<file path="config.mk">
export PLATFORM = sky130hd
export DESIGN_NAME = joybus_poller
export DESIGN_NICKNAME = d
export VERILOG_FILES = /design/src/rtl/joybus_poller.sv
export SDC_FILE = /design/constraint.sdc
export NUM_CORES = 1
export LEC_CHECK = 0
export CELL_PAD_IN_SITES_DETAIL_PLACEMENT = 1
export CELL_PAD_IN_SITES_GLOBAL_PLACEMENT = 2
export CORE_AREA = 2 2 193 195
export DETAILED_ROUTE_END_ITERATION = 10
export DIE_AREA = 0 0 195 197
export PLACE_DENSITY_LB_ADDON = 0.1
export REMOVE_ABC_BUFFERS = 1
export SETUP_SLACK_MARGIN = 0.1
export SLEW_MARGIN = 5
export SYNTH_ARGS = -nofsm -noshare
export SYNTH_HDL_FRONTEND = slang
export SYNTH_SLANG_ARGS = --single-unit
</file>
<file path="constraint.sdc">
create_clock -name clk -period 2.1 [get_ports clk]
set_input_delay 0.42 -clock clk [delete_from_list [all_inputs] [get_ports clk]]
set_output_delay 0.42 -clock clk [all_outputs]
set_load 0.01 [all_outputs]
</file>
<file path="src/rtl/joybus_poller.sv">
// Round-robin Joybus status poller: one shared bit engine serving CHANNELS controller ports.
// Optional feature macro: JOYBUS_RUMBLE_EN puts rumble[ch] into bit 0 of the status command.
module joybus_poller #(
    parameter int CHANNELS   = 2,
    parameter int US_CYCLES  = 50,
    parameter int RESP_BITS  = 64,
    parameter int POLL_US    = 1000,
    parameter int TIMEOUT_US = 100
) (
    input  logic                          clk,
    input  logic                          rst,
    input  logic                          enable,
    input  logic [CHANNELS-1:0]           line_in,
    output logic [CHANNELS-1:0]           line_oe,
    input  logic [CHANNELS-1:0]           rumble,
    output logic [CHANNELS*RESP_BITS-1:0] data_out,
    output logic [CHANNELS-1:0]           update,
    output logic [CHANNELS-1:0]           present,
    output logic                          busy
);
    localparam int CW   = $clog2(4*US_CYCLES);
    localparam int BW   = $clog2(RESP_BITS+1);
    localparam int CHW  = (CHANNELS > 1) ? $clog2(CHANNELS) : 1;
    localparam int SW   = (POLL_US > 1) ? $clog2(POLL_US) : 1;
    localparam int TMAX = (TIMEOUT_US > 6) ? TIMEOUT_US : 6;
    localparam int TW   = $clog2(TMAX);

    localparam logic [CW-1:0]       C_1US    = CW'(US_CYCLES-1);
    localparam logic [CW-1:0]       C_2US    = CW'(2*US_CYCLES-1);
    localparam logic [CW-1:0]       C_3US    = CW'(3*US_CYCLES-1);
    localparam logic [CW-1:0]       C_4US    = CW'(4*US_CYCLES-1);
    localparam logic [TW-1:0]       T_FIRST  = TW'(TIMEOUT_US-1);
    localparam logic [TW-1:0]       T_NEXT   = TW'(5);
    localparam logic [SW-1:0]       P_LAST   = SW'(POLL_US-1);
    localparam logic [BW-1:0]       RB_LAST  = BW'(RESP_BITS-1);
    localparam logic [CHW-1:0]      CH_LAST  = CHW'(CHANNELS-1);
    localparam logic [CHANNELS-1:0] CH_ONE   = CHANNELS'(1);

    typedef enum logic [3:0] {
        ST_IDLE, ST_TX_LOW, ST_TX_HIGH, ST_TX_STOP,
        ST_RX_WAIT, ST_RX_SAMPLE, ST_DONE, ST_FAIL, ST_NEXT
    } state_t;

    state_t                 state;
    logic [CHW-1:0]         ch;
    logic [CW-1:0]          cyc;
    logic [TW-1:0]          us;
    logic [4:0]             txbit;
    logic [BW-1:0]          rxbit;
    logic [23:0]            cmd;
    logic [RESP_BITS-1:0]   shreg;
    logic [CW-1:0]          slot_cyc;
    logic [SW-1:0]          slot_us;
    logic                   slot_exp;
    logic [CHANNELS-1:0]    line_p0, line_p1;
    logic                   sel_p2;
    logic                   sel, fall, drive, slot_due, start, rumble_bit;

    function automatic logic [23:0] cmd_word(input logic r);
        return {23'h200180, r};
    endfunction

`ifdef JOYBUS_RUMBLE_EN
    assign rumble_bit = rumble[ch];
`else
    logic unused_rumble;
    assign rumble_bit    = 1'b0;
    assign unused_rumble = ^rumble;
`endif

    // p0/p1: two-flop synchroniser on every pin
    always_ff @(posedge clk) begin
        line_p0 <= line_in;
        line_p1 <= line_p0;
    end

    // p2: delayed copy of the selected channel for falling-edge detection
    assign sel = line_p1[ch];
    always_ff @(posedge clk) begin
        sel_p2 <= sel;
    end
    assign fall = sel_p2 & ~sel;

    assign drive    = (state == ST_TX_LOW) || ((state == ST_TX_STOP) && (cyc <= C_1US));
    assign slot_due = slot_exp || ((slot_us == P_LAST) && (slot_cyc == C_1US));
    assign start    = (state == ST_IDLE) && enable && slot_due;

    always_ff @(posedge clk) begin
        if (!rst) begin
            state    <= ST_IDLE;
            ch       <= '0;
            busy     <= 1'b0;
            line_oe  <= '0;
            update   <= '0;
            present  <= '0;
            data_out <= '0;
            slot_exp <= 1'b1;
            slot_cyc <= '0;
            slot_us  <= '0;
            cyc      <= '0;
            us       <= '0;
            txbit    <= '0;
            rxbit    <= '0;
            cmd      <= '0;
            shreg    <= '0;
        end else begin
            update  <= '0;
            line_oe <= drive ? (CH_ONE << ch) : '0;

            // Slot timer measures time since the last slot start, saturating once due
            if (start) begin
                slot_exp <= 1'b0;
                slot_cyc <= '0;
                slot_us  <= '0;
            end else if (!slot_exp) begin
                if (slot_cyc == C_1US) begin
                    slot_cyc <= '0;
                    if (slot_us == P_LAST) slot_exp <= 1'b1;
                    else                   slot_us  <= slot_us + 1'b1;
                end else begin
                    slot_cyc <= slot_cyc + 1'b1;
                end
            end

            case (state)
                ST_IDLE: begin
                    if (start) begin
                        cmd   <= cmd_word(rumble_bit);
                        cyc   <= '0;
                        txbit <= '0;
                        busy  <= 1'b1;
                        state <= ST_TX_LOW;
                    end
                end
                ST_TX_LOW: begin
                    cyc <= cyc + 1'b1;
                    if (cyc == (cmd[23] ? C_1US : C_3US)) state <= ST_TX_HIGH;
                end
                ST_TX_HIGH: begin
                    if (cyc == C_4US) begin
                        cyc <= '0;
                        cmd <= {cmd[22:0], 1'b0};
                        if (txbit == 5'd23) begin
                            state <= ST_TX_STOP;
                        end else begin
                            txbit <= txbit + 1'b1;
                            state <= ST_TX_LOW;
                        end
                    end else begin
                        cyc <= cyc + 1'b1;
                    end
                end
                ST_TX_STOP: begin
                    if (cyc == C_4US) begin
                        cyc   <= '0;
                        us    <= '0;
                        rxbit <= '0;
                        state <= ST_RX_WAIT;
                    end else begin
                        cyc <= cyc + 1'b1;
                    end
                end
                ST_RX_WAIT: begin
                    if (fall) begin
                        cyc   <= '0;
                        state <= ST_RX_SAMPLE;
                    end else if (cyc == C_1US) begin
                        cyc <= '0;
                        if (us == ((rxbit == '0) ? T_FIRST : T_NEXT)) state <= ST_FAIL;
                        else                                         us    <= us + 1'b1;
                    end else begin
                        cyc <= cyc + 1'b1;
                    end
                end
                ST_RX_SAMPLE: begin
                    if (cyc == C_2US) begin
                        shreg <= {shreg[RESP_BITS-2:0], sel};
                        cyc   <= '0;
                        us    <= '0;
                        if (rxbit == RB_LAST) begin
                            state <= ST_DONE;
                        end else begin
                            rxbit <= rxbit + 1'b1;
                            state <= ST_RX_WAIT;
                        end
                    end else begin
                        cyc <= cyc + 1'b1;
                    end
                end
                ST_DONE: begin
                    data_out[int'(ch)*RESP_BITS +: RESP_BITS] <= shreg;
                    update[ch]  <= 1'b1;
                    present[ch] <= 1'b1;
                    state       <= ST_NEXT;
                end
                ST_FAIL: begin
                    present[ch] <= 1'b0;
                    state       <= ST_NEXT;
                end
                ST_NEXT: begin
                    ch    <= (ch == CH_LAST) ? '0 : ch + 1'b1;
                    busy  <= 1'b0;
                    state <= ST_IDLE;
                end
                default: state <= ST_IDLE;
            endcase
        end
    end
endmodule

</file>
## After elaboration in Yosys (flattened, before gate mapping)

Index checks and enable logic that the tools add are counted.

- Register bits: 279
- Input port bits: 7
- Output and inout bits: 135
- Logic and storage cells: 148

- $add $sub $neg: 8
- $lt $le $gt $ge: 3
- Equal/unequal tests: 29
- Shift operators: 3
- Multiplexer cells: 49
- Bitwise operators: 8
- Reductions and logical operators: 29

Operators with widths:

| kind | number |
|---|---|
| 128-bit bitwise mux | 1 |
| 64-bit by 33-bit variable shift with 128-bit output (first input constant) | 1 |
| 64-bit by 33-bit indexed part select with 128-bit output | 1 |
| 7-bit 2-to-1 mux | 8 |
| 8-bit 2-to-1 mux | 7 |
| 24-bit 2-to-1 mux | 2 |
| 24-bit one-hot mux with 2 select lines | 1 |
| 8-bit one-hot mux with 5 select lines | 1 |
| 7-bit negation with 33-bit output | 1 |
| 4-bit 2-to-1 mux | 8 |
| 4-bit one-hot mux with 7 select lines | 1 |
| 7-bit one-hot mux with 3 select lines | 1 |
| 8-bit by 1-bit adder with 8-bit output (second input constant) | 2 |
| 4-bit by 3-bit == test with 1-bit output (second input constant) | 4 |
| 8-bit by 6-bit == test with 1-bit output (second input constant) | 2 |
| 2-bit != test (second input constant) | 8 |
| 5-bit 2-to-1 mux | 3 |
| 7-bit by 1-bit adder with 7-bit output (second input constant) | 2 |
| 7-bit one-hot mux with 2 select lines | 1 |
| 10-bit by 1-bit adder with 10-bit output (second input constant) | 1 |
| 10-bit == test (second input constant) | 1 |
| 5-bit one-hot mux with 2 select lines | 1 |
| 2-bit AND reduction | 5 |
| 1-bit 2-to-1 mux | 9 |
| other kinds (38) | 57 |

## Longest topological paths before layout

- Depth after elaboration: 7
- Gate-level depth with buffers: 8
- Depth with buffers taken out: 7

## Worst setup path after synthesis

OpenSTA, ideal clock, no wires.

- Kind: register -> register
- Start: register cyc[0]
- End: register cyc[7]
- Setup time: 0.130 ns
- Arrival: 1.788 ns
- Data required time: 1.970 ns
- Setup slack: 0.182 ns
- Cell stages (with the launch flop): 7
- Buffers on the path: 0
- Period minus slack after synthesis: 1.918 ns
- Cell sequence: dfxtp_1 ha_1 nand4bb_1 or2_4 a221o_1 o221ai_1 o21ai_1

- Longest elaborated chain between the ends: 4
- Elaborated cells on any way between the ends: 9
- Classes of those cells: add/sub (1); eq/ne (3); mux (5)

Ends and longest elaborated chain:

| what | line | source |
|---|---|---|
| from (decl) | 46 | `logic [CW-1:0] cyc;` |
| from (signal assigned) | 136 | `cyc <= cyc + 1'b1;` |
| from (signal assigned) | 150 | `cyc <= cyc + 1'b1;` |
| from (signal assigned) | 160 | `cyc <= cyc + 1'b1;` |
| 8-bit by 1-bit adder with 8-bit output or 8-bit by 6-bit == test with 1-bit output (tied branches) | -- |  |
| 8-bit 2-to-1 mux | 167 | `end else if (cyc == C_1US) begin` |
| 8-bit 2-to-1 mux | 164 | `if (fall) begin` |
| 8-bit one-hot mux with 5 select lines (*) | 125 | `case (state)` |

Mark *: on every way between the ends. The rest lies on a longest branch, timed or not.
A chain may end at the register's enable or synchronous reset.

## Worst setup path after layout

- Start: register cyc[7]
- End: register shreg[35]

- Longest elaborated chain between the ends: 2

Ends and longest elaborated chain:

| what | line | source |
|---|---|---|
| 8-bit by 7-bit == test with 1-bit output | 176 | `if (cyc == C_2US) begin` |
| 2-bit AND reduction (no line) | -- |  |
| to (signal assigned) | 177 | `shreg <= {shreg[RESP_BITS-2:0], sel};` |
| to (decl) | 51 | `logic [RESP_BITS-1:0] shreg;` |

No other way between the ends.

==> results_dict.tcl <==
set metrics [dict create \
    clk_latency_ps 510 \
    wl_mm 33.5 \
    ant_nets 0 \
    netlist_instances 1302 \
    drt_iter0_markers 347 \
    initial_core_util_pct 28.8 \
    synth_edf_count 0 \
    hold_viol 0 \
    clk_pin_slew_ps 60 \
    required_ps 2540 \
    relSlewSlack_pct 63.9 \
    syn_to_final_growth_pct 40.6 \
    setup-violations-final 0 \
    finalCriticalPeriod_ps 2010 \
    crit_arrival_ps 2450 \
    nets 1500 \
    synth.distinct_cells 64 \
    gp_congestion 0.795 \
    power_mw 12.1 \
    synth_ff_type "dfxtp_1" \
    post_drt_wl_per_cell_um 17.0 \
    yosys_warnings 0 \
    period_share_pct 95.5 \
    tightest_slew_ps 534 \
    grt_pass1_wl_mm 51.1 \
    critPathMaxStageDelay_ps 420 \
    die_h_um 197 \
    die_width_um 195 \
    core_area_um2 36300 \
    ctsHtreeMaxLevel 2 \
    skew_ps 10.8 \
    grt-ovfl-total 0 \
    syn-cell-area_um2 10400 \
    start_kind "register" \
    end_kind "register" \
    cp_slowest_cell "or3b_4" \
    crit_family "simple AND/OR/NAND/NOR gates" \
    boundaryPins 142 \
    grt_max_degree 100 \
    critical_path.cell_chain "or3b_4 -> or2_4 -> buf_6 -> nor2_4 -> buf_12 -> clkbuf_16 -> nand2_1 -> a21oi_1" \
    ys_async_sr_fraction_pct 0 \
    grt_antenna_before_repair 0 \
    fmax_mhz 499 \
    dieArea_um2 38400 \
    slew_viol_final 0 \
    route.detailed.drc 0 \
    rsz0062_at_grt "yes" \
    irDropWorstVdd_mv 0.566 \
    vias 9590 \
    hold_class "reg2reg" \
    final_common_cell "nand2_1" \
    path_class "reg2reg" \
    first_pass_iters 4 \
    p_leak_nw 5.12 \
    root_buffer "clkbuf_16" \
    finish.utilization_pct 40.5 \
    track_usage_pct 16.5 \
    cts_tree "yes" \
    ys_ff_latch 271 \
    viasPerCell 4.86 \
    cts_buffers 34 \
    ys_seq_area_share_pct 51.9 \
    rows 70 \
    layout_common_cells "407 x nand2_1, 265 x dfxtp_1, 187 x a21oi_1" \
    antenna_cells 0 \
    place_hpwl_mm 20.0 \
    setup_tns_ps 0 \
    drive_gt1_share_pct 16.9 \
    power_density_nw_per_um2 822 \
    numPortBuffers 139 \
    critical_path.max_fanout 8 \
    status "finished clean" \
    cp_num_buf_inv 3 \
    avgSynthCellArea_um2 8.02 \
    grt_pass1_vias 9407 \
    cts_buffer_depth 3 \
    clkSinkCount 271 \
    maxCapViolCount 0 \
]
[state kept, by name, summed over array words and instances, names as in the netlist, named ones only]
signal / cells
data_out: 128
line_p0: 2
state: 4
us: 7
slot_exp: 1
rxbit: 7
cmd: 16
line_p1: 2
slot_us: 10
busy: 1
shreg: 64
cyc: 8
ch: 1
sel_p2: 1
update: 2
line_oe: 2
slot_cyc: 8
txbit: 5
[cell type report]
cell class / count / area, um^2
fillers: 4249 / 21600
multi-input cells: 930 / 5070
inverters: 17 / 68.8
clock buffers: 53 / 1040
well taps: 468 / 586
repair buffers: 229 / 2400
flip-flops and latches: 271 / 5440
clock inverters: 7 / 72.6
[per-layer routing]
metal | GRT usage [%] | share of wire [%]
met1 | 21.7 | 48
met2 | 27.8 | 47
met3 | 2.74 | 3.2
met4 | 5.03 | 1.9
met5 | 0 | 0
[metrics by stage]
stage	hold slack [ps]	area [um^2]	instances	setup WS (ps)
floorplan	310	10100	1218	-2430
global placement	316	12800	1894	15.8
detailed placement	322	12800	1894	-1.40
CTS	330	13900	1955	96.2
global route	331	14700	1975	14.7
finish	327	14700	1975	94.6
[report_power, final]
group,switching [mW],total (mW),internal (mW)
registers,0.0764,5.30,5.23
logic,0.584,0.959,0.375
clock network,2.26,5.80,3.54
[Yosys cell counts (5+ instances only)]
cell        n  share of area (%)
nand2_1   434                 16
dfxtp_1   271                 52
a21oi_1   223                 11
clkbuf_1   58                2.1
nor2_1     40                1.4
o21ai_0    31                1.5
buf_2      25                1.2
nand3_1    20               0.96
inv_1      17               0.61
nor3_1     14               0.67
xor2_1     12                1.0
ha_1       10                1.2
a31oi_1     8               0.48
mux2i_1     8               0.77
or3_1       8               0.48
o21ai_1     7               0.34
or4_1       7               0.50
nand3b_1    6               0.43
nor2b_1     6               0.36
xnor2_1     6               0.50
o31ai_1     5               0.36
[worst reg2reg max path: stages, from the launching register on]
cell       delay, ps
dfxtp_4          360
or3b_4           420
or2_4            280
buf_6            120
nor2_4           170
buf_12           200
clkbuf_16        200
nand2_1           70
a21oi_1          120
[timing repair]
item / in CTS / in global routing
resized for setup: 9 / 122
pin swaps: 1 / 48
setup buffers: 1 / 12
cloned: 0 / 8
endpoints found under the setup margin: 32 / 211
hold buffers: 0 / 0
[final timing paths]
check / cells after the start / slack, ps / start / endpoint
worst min register to register: 0 / 330 / line_p0[0] / line_p1[0]
worst max register to register: 8 / 90 / cyc[7] / shreg[35]
worst max-delay path: 8 / 90 / cyc[7] / shreg[35]
worst min-delay path: 0 / 330 / line_p0[0] / line_p1[0]
[kinds of logic (layout without fill, tap and decap cells)]
family	count (synthesis)	count (layout)	share of synthesized area (%)
fa+ha+maj	10	10	1.20
xor+xnor	18	18	1.51
compound gates	307	307	16.0
simple gates	585	585	24.5
buf+inv	101	306	3.93
flops	271	271	51.9
mux	10	10	0.982
Note: power is estimated with default switching activity, not from simulation.
